**src/rtl/wave_gen_pkg.sv**
```systemverilog
// wave_gen_pkg: shared FSM state encoding and default word format for the tone generator.
package wave_gen_pkg;
  localparam int N_FRAC_DEF = 7;
  typedef enum logic [1:0] {
    IDLE  = 2'd0,
    ISSUE = 2'd1,
    WAIT  = 2'd2
  } state_e;
endpackage

```
**src/rtl/cordic_arbiter_if.sv**
```systemverilog
// cordic_arbiter_if: channel-request and core-handshake bundle of the CORDIC arbiter.
interface cordic_arbiter_if
  import wave_gen_pkg::*;
#(
  parameter int N_FRAC = N_FRAC_DEF,
  parameter int NUM_CH = 4
);
  localparam int W = N_FRAC + 1;
  logic [NUM_CH-1:0]   req_i;
  logic [NUM_CH*W-1:0] phase_i;
  logic [NUM_CH*W-1:0] amplitude_i;
  logic [NUM_CH-1:0]   grant_o;
  logic [W-1:0]        core_phase_o;
  logic [W-1:0]        core_amplitude_o;
  logic                core_start_strobe_o;
  logic [W-1:0]        core_data_i;
  logic                core_valid_strobe_i;
  logic [W-1:0]        data_o;
  logic [NUM_CH-1:0]   data_valid_o;
  logic                busy_o;
  logic                timeout_o;
  modport slave (
    input  req_i, phase_i, amplitude_i, core_data_i, core_valid_strobe_i,
    output grant_o, core_phase_o, core_amplitude_o, core_start_strobe_o,
    output data_o, data_valid_o, busy_o, timeout_o
  );
  modport master (
    output req_i, phase_i, amplitude_i, core_data_i, core_valid_strobe_i,
    input  grant_o, core_phase_o, core_amplitude_o, core_start_strobe_o,
    input  data_o, data_valid_o, busy_o, timeout_o
  );
endinterface

```
**src/rtl/cordic_arbiter_rr_arbiter.sv**
```systemverilog
// rr_arbiter: combinational round-robin pick, searching ptr+1, ptr+2, ... modulo NUM_CH.
module rr_arbiter #(
  parameter int NUM_CH = 4
) (
  input  logic [NUM_CH-1:0]         req,
  input  logic [$clog2(NUM_CH)-1:0] ptr,
  output logic [NUM_CH-1:0]         gnt,
  output logic [$clog2(NUM_CH)-1:0] idx,
  output logic                      any
);
  localparam int IW = $clog2(NUM_CH);
  logic [IW-1:0] c;
  // walk from farthest to nearest so the closest requester after ptr wins
  always_comb begin
    idx = '0;
    c   = '0;
    for (int k = NUM_CH; k >= 1; k--) begin
      c = IW'((int'(ptr) + k) % NUM_CH);
      if (req[c]) idx = c;
    end
  end
  assign any = |req;
  assign gnt = any ? NUM_CH'(1) << idx : '0;
endmodule

```
**src/rtl/cordic_arbiter.sv**
```systemverilog
// cordic_arbiter: round-robin sequencer time-sharing one CORDIC core among NUM_CH channels.
// Define CORDIC_ARB_TIMEOUT_EN to build the watchdog on the core response.
module cordic_arbiter
  import wave_gen_pkg::*;
#(
  parameter int N_FRAC         = N_FRAC_DEF,
  parameter int NUM_CH         = 4,
  parameter int TIMEOUT_CYCLES = 64
) (
  input  logic             clk_i,
  input  logic             rst_i,
  cordic_arbiter_if.slave  bus
);
  localparam int W  = N_FRAC + 1;
  localparam int IW = $clog2(NUM_CH);
  if (NUM_CH < 2 || NUM_CH > 8 || TIMEOUT_CYCLES < 2 || TIMEOUT_CYCLES > 255) begin : g_bad_param
    $error("cordic_arbiter: parameter out of range");
  end
  state_e            state_q, state_d;
  logic [IW-1:0]     ptr_q, ptr_d, idx_q, idx_d;
  logic [NUM_CH-1:0] gnt_q, gnt_d, dv_q, dv_d;
  logic [W-1:0]      phase_q, phase_d, amp_q, amp_d, data_q, data_d;
  logic [NUM_CH-1:0] arb_gnt;
  logic [IW-1:0]     arb_idx;
  logic              arb_any;
  logic [W-1:0]      ph [NUM_CH];
  logic [W-1:0]      am [NUM_CH];
  for (genvar g = 0; g < NUM_CH; g++) begin : g_unpack
    assign ph[g] = bus.phase_i[g*W +: W];
    assign am[g] = bus.amplitude_i[g*W +: W];
  end
  rr_arbiter #(.NUM_CH(NUM_CH)) u_rr (
    .req (bus.req_i),
    .ptr (ptr_q),
    .gnt (arb_gnt),
    .idx (arb_idx),
    .any (arb_any)
  );
`ifdef CORDIC_ARB_TIMEOUT_EN
  logic [7:0] cnt_q, cnt_d;
  logic       timeout_q, timeout_d;
  assign bus.timeout_o = timeout_q;
`else
  assign bus.timeout_o = 1'b0;
`endif
  always_comb begin
    state_d = state_q;
    ptr_d   = ptr_q;
    idx_d   = idx_q;
    gnt_d   = gnt_q;
    phase_d = phase_q;
    amp_d   = amp_q;
    data_d  = data_q;
    dv_d    = '0;
`ifdef CORDIC_ARB_TIMEOUT_EN
    cnt_d     = cnt_q;
    timeout_d = 1'b0;
`endif
    case (state_q)
      IDLE: if (arb_any) begin
        state_d = ISSUE;
        idx_d   = arb_idx;
        gnt_d   = arb_gnt;
        phase_d = ph[arb_idx];
        amp_d   = am[arb_idx];
      end
      ISSUE: begin
        state_d = WAIT;
        ptr_d   = idx_q;
`ifdef CORDIC_ARB_TIMEOUT_EN
        cnt_d   = '0;
`endif
      end
      WAIT: if (bus.core_valid_strobe_i) begin
        state_d = IDLE;
        data_d  = bus.core_data_i;
        dv_d    = gnt_q;
      end
`ifdef CORDIC_ARB_TIMEOUT_EN
      // a strobe in the expiry cycle takes the branch above and wins
      else if (cnt_q == 8'(TIMEOUT_CYCLES)) begin
        state_d   = IDLE;
        data_d    = '0;
        dv_d      = gnt_q;
        timeout_d = 1'b1;
      end else cnt_d = cnt_q + 8'd1;
`endif
      default: state_d = IDLE;
    endcase
  end
  always_ff @(posedge clk_i) begin
    if (rst_i) begin
      state_q <= IDLE;
      ptr_q   <= IW'(NUM_CH - 1);
      idx_q   <= '0;
      gnt_q   <= '0;
      phase_q <= '0;
      amp_q   <= '0;
      data_q  <= '0;
      dv_q    <= '0;
`ifdef CORDIC_ARB_TIMEOUT_EN
      cnt_q     <= '0;
      timeout_q <= 1'b0;
`endif
    end else begin
      state_q <= state_d;
      ptr_q   <= ptr_d;
      idx_q   <= idx_d;
      gnt_q   <= gnt_d;
      phase_q <= phase_d;
      amp_q   <= amp_d;
      data_q  <= data_d;
      dv_q    <= dv_d;
`ifdef CORDIC_ARB_TIMEOUT_EN
      cnt_q     <= cnt_d;
      timeout_q <= timeout_d;
`endif
    end
  end
  assign bus.grant_o             = state_q == ISSUE ? gnt_q : '0;
  assign bus.core_start_strobe_o = state_q == ISSUE;
  assign bus.busy_o              = state_q != IDLE;
  assign bus.core_phase_o        = phase_q;
  assign bus.core_amplitude_o    = amp_q;
  assign bus.data_o              = data_q;
  assign bus.data_valid_o        = dv_q;
endmodule

```
**src/flat_wrapper.sv**
```systemverilog
// flat-port wrapper written by rule: the top's interface ports become plain ports
module cordic_arbiter_flat import wave_gen_pkg::*;
#(
  parameter int N_FRAC         = N_FRAC_DEF,
  parameter int NUM_CH         = 4,
  parameter int TIMEOUT_CYCLES = 64
)
  (clk_i, rst_i, bus_req_i, bus_phase_i, bus_amplitude_i, bus_core_data_i, bus_core_valid_strobe_i, bus_grant_o, bus_core_phase_o, bus_core_amplitude_o, bus_core_start_strobe_o, bus_data_o, bus_data_valid_o, bus_busy_o, bus_timeout_o);
  cordic_arbiter_if #(.N_FRAC(N_FRAC), .NUM_CH(NUM_CH)) bus_i ();
  input  logic clk_i;
  input  logic rst_i;
  input wire logic [$bits(bus_i.req_i)-1:0] bus_req_i;
  input wire logic [$bits(bus_i.phase_i)-1:0] bus_phase_i;
  input wire logic [$bits(bus_i.amplitude_i)-1:0] bus_amplitude_i;
  input wire logic [$bits(bus_i.core_data_i)-1:0] bus_core_data_i;
  input wire logic [$bits(bus_i.core_valid_strobe_i)-1:0] bus_core_valid_strobe_i;
  output wire logic [$bits(bus_i.grant_o)-1:0] bus_grant_o;
  output wire logic [$bits(bus_i.core_phase_o)-1:0] bus_core_phase_o;
  output wire logic [$bits(bus_i.core_amplitude_o)-1:0] bus_core_amplitude_o;
  output wire logic [$bits(bus_i.core_start_strobe_o)-1:0] bus_core_start_strobe_o;
  output wire logic [$bits(bus_i.data_o)-1:0] bus_data_o;
  output wire logic [$bits(bus_i.data_valid_o)-1:0] bus_data_valid_o;
  output wire logic [$bits(bus_i.busy_o)-1:0] bus_busy_o;
  output wire logic [$bits(bus_i.timeout_o)-1:0] bus_timeout_o;
  assign bus_i.req_i = bus_req_i;
  assign bus_i.phase_i = bus_phase_i;
  assign bus_i.amplitude_i = bus_amplitude_i;
  assign bus_i.core_data_i = bus_core_data_i;
  assign bus_i.core_valid_strobe_i = bus_core_valid_strobe_i;
  assign bus_grant_o = bus_i.grant_o;
  assign bus_core_phase_o = bus_i.core_phase_o;
  assign bus_core_amplitude_o = bus_i.core_amplitude_o;
  assign bus_core_start_strobe_o = bus_i.core_start_strobe_o;
  assign bus_data_o = bus_i.data_o;
  assign bus_data_valid_o = bus_i.data_valid_o;
  assign bus_busy_o = bus_i.busy_o;
  assign bus_timeout_o = bus_i.timeout_o;
  cordic_arbiter #(.N_FRAC(N_FRAC), .NUM_CH(NUM_CH), .TIMEOUT_CYCLES(TIMEOUT_CYCLES)) u_core (.clk_i(clk_i), .rst_i(rst_i), .bus(bus_i));
endmodule
```
**config.mk**
```make
export PLATFORM = sky130hd
export DESIGN_NAME = cordic_arbiter_flat
export DESIGN_NICKNAME = d
export VERILOG_FILES = /design/src/rtl/wave_gen_pkg.sv /design/src/rtl/cordic_arbiter_if.sv /design/src/rtl/cordic_arbiter_rr_arbiter.sv /design/src/rtl/cordic_arbiter.sv /design/src/flat_wrapper.sv
export SDC_FILE = /design/constraint.sdc
export NUM_CORES = 1
export LEC_CHECK = 0
export BUFFER_PORTS_ARGS = -buffer_cell sky130_fd_sc_hd__buf_2
export CORE_ASPECT_RATIO = 0.7
export CORE_MARGIN = 1.5
export CORE_UTILIZATION = 39
export CTS_CLUSTER_DIAMETER = 100
export DETAILED_ROUTE_END_ITERATION = 16
export PLACE_DENSITY = 0.81
export SYNTH_ARGS = -nofsm -noshare
export SYNTH_HDL_FRONTEND = slang
export SYNTH_SLANG_ARGS = --single-unit
```
**constraint.sdc**
```tcl
create_clock -name clk_i -period 1.7 [get_ports clk_i]
set_clock_uncertainty 0.1 [all_clocks]
set_input_delay 0.34 -clock clk_i [delete_from_list [all_inputs] [get_ports clk_i]]
set_output_delay 0.34 -clock clk_i [all_outputs]
set_load 0.05 [all_outputs]
```
Word-level counts from Yosys, hierarchy flattened:

Index checks and enable logic that the tools add are counted.

* bits in registers: 38
* bits in latches: 0
* memory bits (writable): 0
* memory bits (read-only): 0
* bits of input ports: 79
* memories: 0

* add/sub/neg operators: 4
* multipliers: 0
* divide/modulo/power cells: 0
* $lt $le $gt $ge: 5
* eq/ne operators: 4
* shifts and indexed selects: 1
* muxes and demuxes: 22
* bitwise logic cells: 3
* reduce and logical (&&, ||, !) cells: 7

Operators with widths (count)
* $bmux 8 s2: 2
* $mux 8: 4
* $lt 2x3->1 const B: 4
* $mux 2: 6
* $bmux 1 s2: 4
* $pmux 2 s3: 1
* $reduce_and 2->1: 3
* $add 2x1->2 const B: 2
* $add 2x2->2 const B: 2
* $mux 1: 4
* $mux 4: 1
* $reduce_or 4->1: 1
* $shl 1x2->4 const A: 1
* $ge 3x3->1 const B: 1
* $not 2->3: 1
* $reduce_or 3->1: 1
* $eq 2x1->1 const B: 1
* $eq 2x2->1 const B: 1
* $logic_not 2->1: 1
* $ne 2x1->1 const B: 1
* $ne 2x2->1 const B: 1
* $not 1->1: 2
* $reduce_bool 2->1: 1

Depth between registers and ports, before layout:

Gate-level depths: netlist of the first run.

* depth after elaboration: 11
* depth in mapped cells: 8
* gate-level depth less buffers: 5

By module:

Synthesis of the first run repeated with hierarchy kept, for this count alone.

* cells, all modules: 209
* area, all modules: 2021.9 µm²

Modules (own cells, without submodules)
* cordic_arbiter: times used 1, cells an instance 175, area each 1778.0 µm², sequential area each 760.7 µm²
* rr_arbiter: times used 1, cells an instance 34, area each 244.0 µm², sequential area each 0.0 µm²

Worst setup path before layout of the first run:

Ideal clock, no wire load.

* path kind: reg-to-output
* from: register u_core.state_q[0]
* to: output port bus_grant_o[0]
* data arrival time: 1.581 ns
* data required time: 1.260 ns
* setup slack: -0.321 ns
* stages on the path, launching flop included: 4
* cell sequence: dfxtp_1 -> nor2b_1 -> clkbuf_1 -> and2_1

* cells in the longest elaborated chain, start to end: 2

Ends and longest elaborated chain
* from (decl): line cordic_arbiter.sv:19 `state_e state_q, state_d;`
* from (signal assigned): line cordic_arbiter.sv:106 `state_q <= state_d;`
* $eq 2x1->1
* via bus_core_start_strobe_o: line flat_wrapper.sv:20 `output wire logic [$bits(bus_i.core_start_strobe_o)-1:0] bus_core_start_strobe_o;`
* $mux 4: line cordic_arbiter.sv:120 `assign bus.grant_o = state_q == ISSUE ? gnt_q : '0;`
* to (decl): line flat_wrapper.sv:17 `output wire logic [$bits(bus_i.grant_o)-1:0] bus_grant_o;`

The timed path passes the listed nets, and every way through them passes these cells.

Worst setup path after layout of the first run:

* from: register u_core.ptr_q[0]
* to: register u_core.amp_q[1] (netlist: u_core.bus.core_amplitude_o[1])

* cells in the longest elaborated chain, start to end: 11
* elaborated cells on any way between the ends: 20

Ends and longest elaborated chain
* from (decl): line cordic_arbiter.sv:20 `logic [IW-1:0] ptr_q, ptr_d, idx_q, idx_d;`
* from (signal assigned): line cordic_arbiter.sv:94 `ptr_q <= IW'(NUM_CH - 1);`
* from (signal assigned): line cordic_arbiter.sv:107 `ptr_q <= ptr_d;`
* $add 2x1->2: line cordic_arbiter_rr_arbiter.sv:18 `c = IW'((int'(ptr) + k) % NUM_CH);`
* $bmux 1 s2: line cordic_arbiter_rr_arbiter.sv:19 `if (req[c]) idx = c;`
* $mux 1 (implied by the code): line cordic_arbiter_rr_arbiter.sv:19
* $mux 2 (3 in a row): line cordic_arbiter_rr_arbiter.sv:19
* $mux 2 *: line cordic_arbiter_rr_arbiter.sv:19
* $not 2->3 (implied by the code) *: line cordic_arbiter.sv:65 `amp_d = am[arb_idx];`
* $bmux 8 s2 *: line cordic_arbiter.sv:65
* $mux 8 (implied by the code) * (2 in a row): line cordic_arbiter.sv:65
* to (signal assigned): line cordic_arbiter.sv:111 `amp_q <= amp_d;`
* to (decl): line cordic_arbiter.sv:22 `logic [W-1:0] phase_q, phase_d, amp_q, amp_d, data_q, data_d;`

Mark *: on every way between the ends. The rest lies on a longest branch, timed or not. The select of a mux whose other input is x is not followed.
A chain may end at the register's enable or synchronous reset.

==> flow_summary.ini, run 1 <==
[timing]
max_freq_mhz = 594
setup_tns_ps = 0
fin_crit_ps = 1680
hold_viol = 0
rsz0062_at_grt = true
final_max_slew_viol_count = 0
finalSetupViolations = 0
min_period_over_period_pct = 99.0

[synth]
ys_ff_latch = 38
netlist_instances = 185
synth_top_area_cell = dfxtp_1
yosysTopAreaCellShare_pct = 39.7
ys_types = 30
synth_area_um2 = 1920
synth_nets = 264
avgSynthCellArea_um2 = 10.4
synthTopCellsByArea = dfxtp_1 (40%), mux2i_1 (21%), o221ai_2 (10%)
yosysSeqAreaShare_pct = 39.7
ys_warn_count = 0

[job]
max_cap_violations = 0

[power_and_ir_drop]
p_per_area_nw_per_um2 = 951
irDropWorstVdd_mv = 0.521
p_total_uw = 2900
p_leak_uw = 0.00147

[drt]
drt-total-wl_mm = 5.53
ant_nets = 0
vias = 1848
wl_per_cell_um = 14.4
drt-initial-drc-count = 89
drc = 0
drt-vias-per-instance = 4.81
firstDrtPassIters = 4

[cells_and_area]
drive_gt1_share_pct = 61.9
area_delta_synth_final_pct = 59.0
fill_cells = 388
diodes = 0
utilization_pct = 64.1
multi_input_area_um2 = 1220
final_area_um2 = 3050
regArea_um2 = 766
nNetsFinal = 393

[die]
start_util_pct = 40.3
ioPinCount = 114
die_area_um2 = 5350
die_w_um = 86.8
core_region_area_um2 = 4760
rows = 21
die_h_um = 61.7

[min_path]
hold_depth = 3
hold_class = in -> reg

[place]
dp_hpwl_mm = 3.79
place_area_um2 = 2660
numPortBuffers = 112
place.gp.congestion = 0.838

[global_routing]
grt_pass1_wl_mm = 8.11
grt_pass1_vias = 1671
grt_max_degree = 17
grt_overflow = 0
grt_antenna_before_repair = 0
grt_usage_pct = 20.4

[setup_path]
end_kind = flip-flop
worstRegToRegCells = 6
crit_required_ps = 1770
worstPathArrival_ps = 1750
startpoint_type = flip-flop
critical_path_class = reg -> reg
crit_fanout = 8

[clock_network]
holdBufCountCts = 0
insertion_delay_ps = 290
path_clk_slew_ps = 70
cts_sinks = 38
cts_tree = built
cts_buffer_depth = 2
cts-root-buf = clkbuf_8
cts_buffers = 5
h-tree-depth = 2

[outcome]
status = finished clean
cells in the mapped netlist, drive strengths merged:
| master | number |
|---|---|
| mux2i | 41 |
| dfxtp | 38 |
| nor2 | 22 |
| nand2 | 18 |
| o221ai | 16 |
| buf | 10 |
| and2 | 8 |
| nor2b | 5 |
| a22oi | 4 |
| a211o | 3 |
| clkbuf | 3 |
| nand2b | 3 |
| a211oi | 2 |
| a21oi | 2 |
| nor3b | 2 |
| a21o | 1 |
| conb | 1 |
| inv | 1 |
| nand3b | 1 |
| nor3 | 1 |
| o21a | 1 |
| o21ai | 1 |
| or2 | 1 |
logic make-up (layout without fill, tap and decap cells):
| family | Yosys count | in the layout | synth area share (%) |
|---|---|---|---|
| and+or+nand+nor | 61 | 61 | 15.9 |
| buffers and inverters | 14 | 144 | 5.03 |
| other | 1 | 1 | 0.196 |
| muxes | 41 | 41 | 21.4 |
| DFF | 38 | 38 | 39.7 |
| AOI/OAI and AO/OA | 30 | 30 | 17.8 |
final cells by class:
cell class | count | share of cell area (%)
Clock buffer | 7 | 2.83
Clock inverter | 1 | 0.164
Inverter | 1 | 0.123
Multi-Input combinational cell | 133 | 40.1
Sequential cell | 38 | 25.1
Tap cell | 69 | 2.83
Timing Repair Buffer | 135 | 28.9
critical path, cell delays in order, from the launching register on:
cell      delay (ps)
dfxtp_2          350
nand2b_4         150
a211oi_4         280
buf_6            170
buf_12           150
mux2i_4          250
o221ai_2         120
cell usage in the layout, fill, tap and decap left out, drive strengths merged:
master / n
nand2b: 3
nor3: 1
nor2: 22
clkinv: 1
inv: 1
mux2i: 41
buf: 134
o221ai: 16
nor2b: 5
a21o: 1
conb: 1
o21ai: 1
dfxtp: 38
a211oi: 2
o21a: 1
a21oi: 2
or2: 1
nand3b: 1
nor3b: 2
a211o: 3
clkbuf: 8
and2: 8
nand2: 18
a22oi: 4
metrics by stage:
| step | hold slack, ps | setup WS (ps) | cells |
|---|---|---|---|
| after global routing | 203 | -42.4 | 384 |
| after detailed placement | 346 | -168 | 370 |
| final | 182 | 17.2 | 384 |
| after global placement | 342 | -113 | 370 |
| after floorplan | 335 | -20.7 | 185 |
| after CTS | 179 | 6.26 | 382 |
state kept, by name (all words and copies together), names as in the netlist:
signal	count
u_core.idx_q	2
u_core.bus.core_amplitude_o	8
u_core.bus.data_valid_o	4
u_core.ptr_q	2
u_core.bus.data_o	8
u_core.gnt_q	4
u_core.state_q	2
u_core.bus.core_phase_o	8
report_power, final:
part	internal, uW	switching (uW)	total (uW)
combinational	519	684	1200
sequential	990	64.0	1050
clock	327	315	642
final timing paths:
kind	start	to	slack [ps]
hold reg to reg	u_core.idx_q[0]	u_core.ptr_q[0]	370
setup reg to reg	u_core.ptr_q[0]	u_core.bus.core_amplitude_o[1]	20
setup / recovery	u_core.ptr_q[0]	u_core.bus.core_amplitude_o[1]	20
hold / removal	bus_core_data_i[0]	u_core.bus.data_o[0]	180
timing repair:
item	in CTS	in global routing
setup buffers	2	1
cloned	2	1
pin swaps	1	3
endpoints found under the setup margin	20	19
gates resized for setup	25	26
hold endpoints to repair	0	0
per-layer routing:
layer  global-route usage [%]  up-vias  share of wire (%)  wire (um)
li1                         -      921                  -          -
met4                     6.91        0                1.1         63
met1                     26.9      853                 47       2580
met2                     33.9       68                 47       2620
met3                     4.16        6                4.9        273
met5                        0        -                  0          0
Power figures use the tool's default switching activity.
==> run 2: changes to the inputs <==
- CTS_CLUSTER_SIZE: not set -> 28
- SETUP_SLACK_MARGIN: not set -> 0.15
==> flow_summary.ini, run 2 (same netlist as run 1, synthesis figures left out) <==
[outcome]
status = finished, violations left
violations = setup timing

[power_and_ir_drop]
p_leak_uw = 0.00148
irDropWorstVdd_mv = 0.504
p_per_area_nw_per_um2 = 1040

[cells_and_area]
final_cell_mix = buf_2 (106), mux2i_1 (34), dfxtp_1 (34)
drive_gt1_share_pct = 59.2
multi_input_area_um2 = 1170
fill_cells = 370
final_common_cell = buf_2
regArea_um2 = 766
area_delta_synth_final_pct = 58.9
diodes = 0
nNetsFinal = 392
final_cells = 383
utilization_pct = 64.1

[drt]
drt-initial-drc-count = 59
drt-vias-per-instance = 4.75
ant_nets = 0
firstDrtPassIters = 4
vias = 1818
drc = 0
wl_per_cell_um = 13.7
drt-total-wl_mm = 5.26

[global_routing]
grt_pass1_wl_mm = 8.08
grt_pass1_vias = 1725
grt_antenna_before_repair = 0
grt_usage_pct = 20.3
grt_max_degree = 17
grt_overflow = 0

[setup_path]
timing.rr.end = u_core.bus.core_phase_o[7]
worstRegToRegCells = 6
critical_path_class = reg -> reg
r2r_slack_ps = -30
end_kind = flip-flop
crit_required_ps = 1770
r2r_start = u_core.ptr_q[1]
endpoint = u_core.bus.core_phase_o[7]
crit_fanout = 16
worstPathArrival_ps = 1800
cp-startpoint = u_core.ptr_q[1]
startpoint_type = flip-flop

[die]
die_w_um = 86.8
core_region_area_um2 = 4760
die_area_um2 = 5350
ioPinCount = 114
die_h_um = 61.7
rows = 21
start_util_pct = 40.3

[place]
numPortBuffers = 112
place.gp.congestion = 0.783
dp_hpwl_mm = 3.62
post-place-cells = 367
place_ws_ps = -139

[timing]
setup_ws_ps = -27.8
rsz0062_at_grt = true
max_freq_mhz = 579
hold_viol = 0
min_period_over_period_pct = 102
fin_crit_ps = 1730
finalSetupViolations = 7
final_max_slew_viol_count = 0

[clock_network]
cts_buffers = 5
cts_tree = built
cts_sinks = 38
cts-root-buf = clkbuf_8
insertion_delay_ps = 290
holdBufCountCts = 0
h-tree-depth = 2
cts_buffer_depth = 2
path_clk_slew_ps = 80

[job]
max_cap_violations = 0

[min_path]
hold_class = in -> reg
-- run 2: where the power goes --
| group | total [uW] | leakage (uW) | internal, uW | switching [uW] |
|---|---|---|---|---|
| sequential | 1050 | 0.000311 | 990 | 56.4 |
| clock | 945 | 0.0000714 | 626 | 319 |
| combinational | 1180 | 0.00110 | 504 | 672 |
-- run 2: worst min-delay path by stage --
stage                              startpoint                              to  slack [ps]  cells past startpoint
3_5_place_dp   u_core.bus.core_amplitude_o[5]  u_core.bus.core_amplitude_o[5]         350                      2
3_3_place_gp   u_core.bus.core_amplitude_o[2]  u_core.bus.core_amplitude_o[2]         340                      2
4_1_cts                    bus_core_data_i[6]            u_core.bus.data_o[6]         180                      3
2_1_floorplan                 u_core.idx_q[0]                 u_core.ptr_q[0]         340                      1
6_report                   bus_core_data_i[3]            u_core.bus.data_o[3]         180                      3
5_1_grt                    bus_core_data_i[4]            u_core.bus.data_o[4]         200                      3
-- run 2: metrics by stage --
stage                     setup TNS (ps)  cell area (um2)  power (uW)  hold slack [ps]
after floorplan                    -98.9             1940        1780              335
after global placement              -975             2630        2030              344
after detailed placement           -1820             2630        2050              346
after CTS                              0             2950        3120              176
after global routing               -1020             3050        3310              197
final                              -67.3             3050        3170              179
-- run 2: cell type report --
class                      instances  area share, %
tap                               69           2.83
clock inverter                     2           1.97
inverter                           1          0.123
timing repair buffer             134           28.9
clock buffer                       6           2.71
multi-input combinational        133           38.4
sequential                        38           25.1
-- run 2: worst max-delay path, stage by stage (launching register included) --
cell and delay [ps]:
dfxtp_2 340, o21a_1 130, a211oi_4 270, buf_6 180
buf_12 180, mux2i_2 270, o221ai_2 130
-- run 2: timing repair --
action,CTS,global route
cloned,2,0
buffers inserted,5,1
setup endpoints to repair,26,28
resized for setup,27,22
pin swaps,1,1
-- run 2: per-layer routing --
| layer | part of all wire (%) | routed length [um] | global-route usage, % |
|---|---|---|---|
| met5 | 0 | 0 | 0 |
| met4 | 1.1 | 59 | 9.68 |
| met3 | 3.5 | 186 | 5.09 |
| met2 | 47 | 2480 | 33.2 |
| met1 | 48 | 2530 | 25.5 |
==> run 3: changes to the inputs <==
- ABC_AREA: not set -> 1
- CORE_UTILIZATION: 39 -> 43
- PLACE_DENSITY: 0.81 -> 0.82
==> flow_summary.ini, run 3 <==
[outcome]
status = finished, violations left
violations = setup timing

[synth]
async_reset_ff_share_pct = 0
synthTopCellsByArea = dfxtp_1 (30%), nand3_1 (16%), inv_1 (14%)
avgSynthCellArea_um2 = 5.96
ys_warn_count = 0
yosysTopAreaCellShare_pct = 30.5
ys_types = 23
ys_ff_latch = 38
yosysSeqAreaShare_pct = 30.5
ys_top_cells_by_count = inv_1 (96), nand2_1 (96), nand3_1 (80)
ys_dominant_reg_cell = dfxtp_1
synth_area_um2 = 2500
synth_top_area_cell = dfxtp_1
synth_nets = 498
netlist_instances = 419
synth_enable_flop_cells = 0

[power_and_ir_drop]
pwr-share-clk_pct = 14.6
switchingPower_uw = 2090
p_seq_share_pct = 24.3
sw_frac_of_total_pct = 45.9
p_leak_uw = 0.00237
irDropWorstVdd_mv = 0.690
p_per_area_nw_per_um2 = 1100
power_frac_comb_pct = 61.1
p_int_uw = 2470

[timing]
max_freq_mhz = 509
fin_crit_ps = 1970
setup_ws_ps = -265
rsz0062_at_grt = true
finalSetupViolations = 26
setup_tns_ps = -4550
hold_viol = 0
min_period_over_period_pct = 116
final_max_slew_viol_count = 0

[min_path]
hold_class = in -> reg
min-delay-start = bus_core_data_i[7]

[die]
ioPinCount = 114
start_util_pct = 46.0
die_area_um2 = 6280
die_h_um = 66.7
die_w_um = 94.1
core_region_area_um2 = 5420
rows = 22

[place]
numPortBuffers = 112
place_area_um2 = 3330
dp_hpwl_mm = 5.23
place.gp.congestion = 0.878
post-place-cells = 604

[cells_and_area]
final_area_um2 = 4150
final_common_cell = buf_2
diodes = 0
nNetsFinal = 636
final_cell_mix = buf_2 (106), inv_1 (91), nand2_1 (66)
area_delta_synth_final_pct = 66.3
final_cells = 630
drive_gt1_share_pct = 47.8

[drt]
drt-vias-per-instance = 5.22
wl_per_cell_um = 15.6
drt-initial-drc-count = 209
firstDrtPassIters = 5
vias = 3287
drc = 0
ant_nets = 0
drt-total-wl_mm = 9.80

[global_routing]
grt_busiest_layer = met2
met3_usage_pct = 5.25
grt_pass1_wl_mm = 12.1
grt_pass1_vias = 2754
grt_usage_pct = 24.4
use_met2_pct = 42.8
grt_antenna_before_repair = 0
gr-usage-met1_pct = 30.6
grt_overflow = 0
grt_max_degree = 33

[job]
max_cap_violations = 0

[setup_path]
crit_fanout = 8
worstPathArrival_ps = 2070
startpoint_type = flip-flop
end_kind = flip-flop
cp_num_buf_inv = 4
crit_required_ps = 1810
cp_slowest_cell = dfxtp_4
crit_top_cell = nand2_2
cpLargestDelayFamily = simple AND/OR/NAND/NOR gates
crit_chain = inv_6, nand2_2, nand2_2, nand2_2, nand2_2, nand2_4, nand2_4, nand2_8, buf_12, buf_16, nand3_1, nand3_1, nand3_1, nand2_1, inv_1
cp-startpoint = u_core.ptr_q[0]
r2r_start = u_core.ptr_q[0]
critical_path_class = reg -> reg
max_stage_delay_ps = 420

[clock_network]
cts_tree = built
cts-root-buf = clkbuf_8
cts_sinks = 38
path_clk_slew_ps = 80
holdBufCountCts = 0
cts_buffer_depth = 2
insertion_delay_ps = 300
h-tree-depth = 2
cts_buffers = 5
-- run 3: timing repair --
action	4_1_cts	5_1_grt
buffers inserted	5	5
endpoints found under the setup margin	28	28
cloned	3	5
gates resized for setup	29	87
pin swaps	3	36
-- run 3: path summary, 6_finish.rpt --
kind | end | slack (ps) | cells past startpoint
max | u_core.bus.core_phase_o[2] | -270 | 15
max reg2reg | u_core.bus.core_phase_o[2] | -270 | 15
min | u_core.bus.data_o[7] | 190 | 3
min reg2reg | u_core.bus.data_o[0] | 360 | 2
-- run 3: final cells by class --
| type | instances | area [um2] |
|---|---|---|
| Sequential cell | 38 | 768 |
| Inverter | 100 | 387 |
| Multi-Input combinational cell | 261 | 1620 |
| Tap cell | 72 | 90.1 |
| Clock buffer | 6 | 82.6 |
| Fill cell | 368 | 1270 |
| Timing Repair Buffer | 151 | 1190 |
| Clock inverter | 2 | 12.5 |
-- run 3: power groups by stage --
| stage | logic (uW) | registers [uW] | clock network [uW] |
|---|---|---|---|
| floorplan | 1080 | 1410 | 0 |
| global placement | 1940 | 1110 | 0 |
| detailed placement | 1990 | 1110 | 0 |
| CTS | 2170 | 1100 | 656 |
| global route | 2930 | 1110 | 711 |
| finish | 2780 | 1110 | 665 |
-- run 3: cells by family (layout without fill, tap and decap cells) --
kind of cell | after synthesis | after routing | share of synthesized area, %
AOI/OAI and AO/OA | 20 | 20 | 4.86
buffers and inverters | 120 | 259 | 21.0
DFF | 38 | 38 | 30.5
other | 1 | 1 | 0.150
and+or+nand+nor | 240 | 240 | 43.6
-- run 3: worst reg2reg max path: cells and delay by family, from the launching register on --
kind                   cells  cell delay (ps)
and+or+nand+nor           11              980
DFF                        1              420
buffers and inverters      4              360
-- run 3: per-layer routing --
layer | share of wire (%) | vias to the layer above | wire length [um]
met4 | 4.1 | 0 | 398
met3 | 8.4 | 48 | 819
li1 | - | 1544 | -
met1 | 40 | 1503 | 3950
met5 | 0 | - | 0
met2 | 47 | 192 | 4640
-- run 3: through the flow --
stage | setup WS (ps) | power (uW) | hold slack, ps | util, %
after global placement | -129 | 3050 | 348 | 61.4
after global routing | -351 | 4760 | 205 | 76.6
after floorplan | -25.0 | 2490 | 336 | -
final | -265 | 4560 | 193 | 76.6
after CTS | -112 | 3920 | 185 | 67.2
after detailed placement | -181 | 3100 | 351 | 61.4
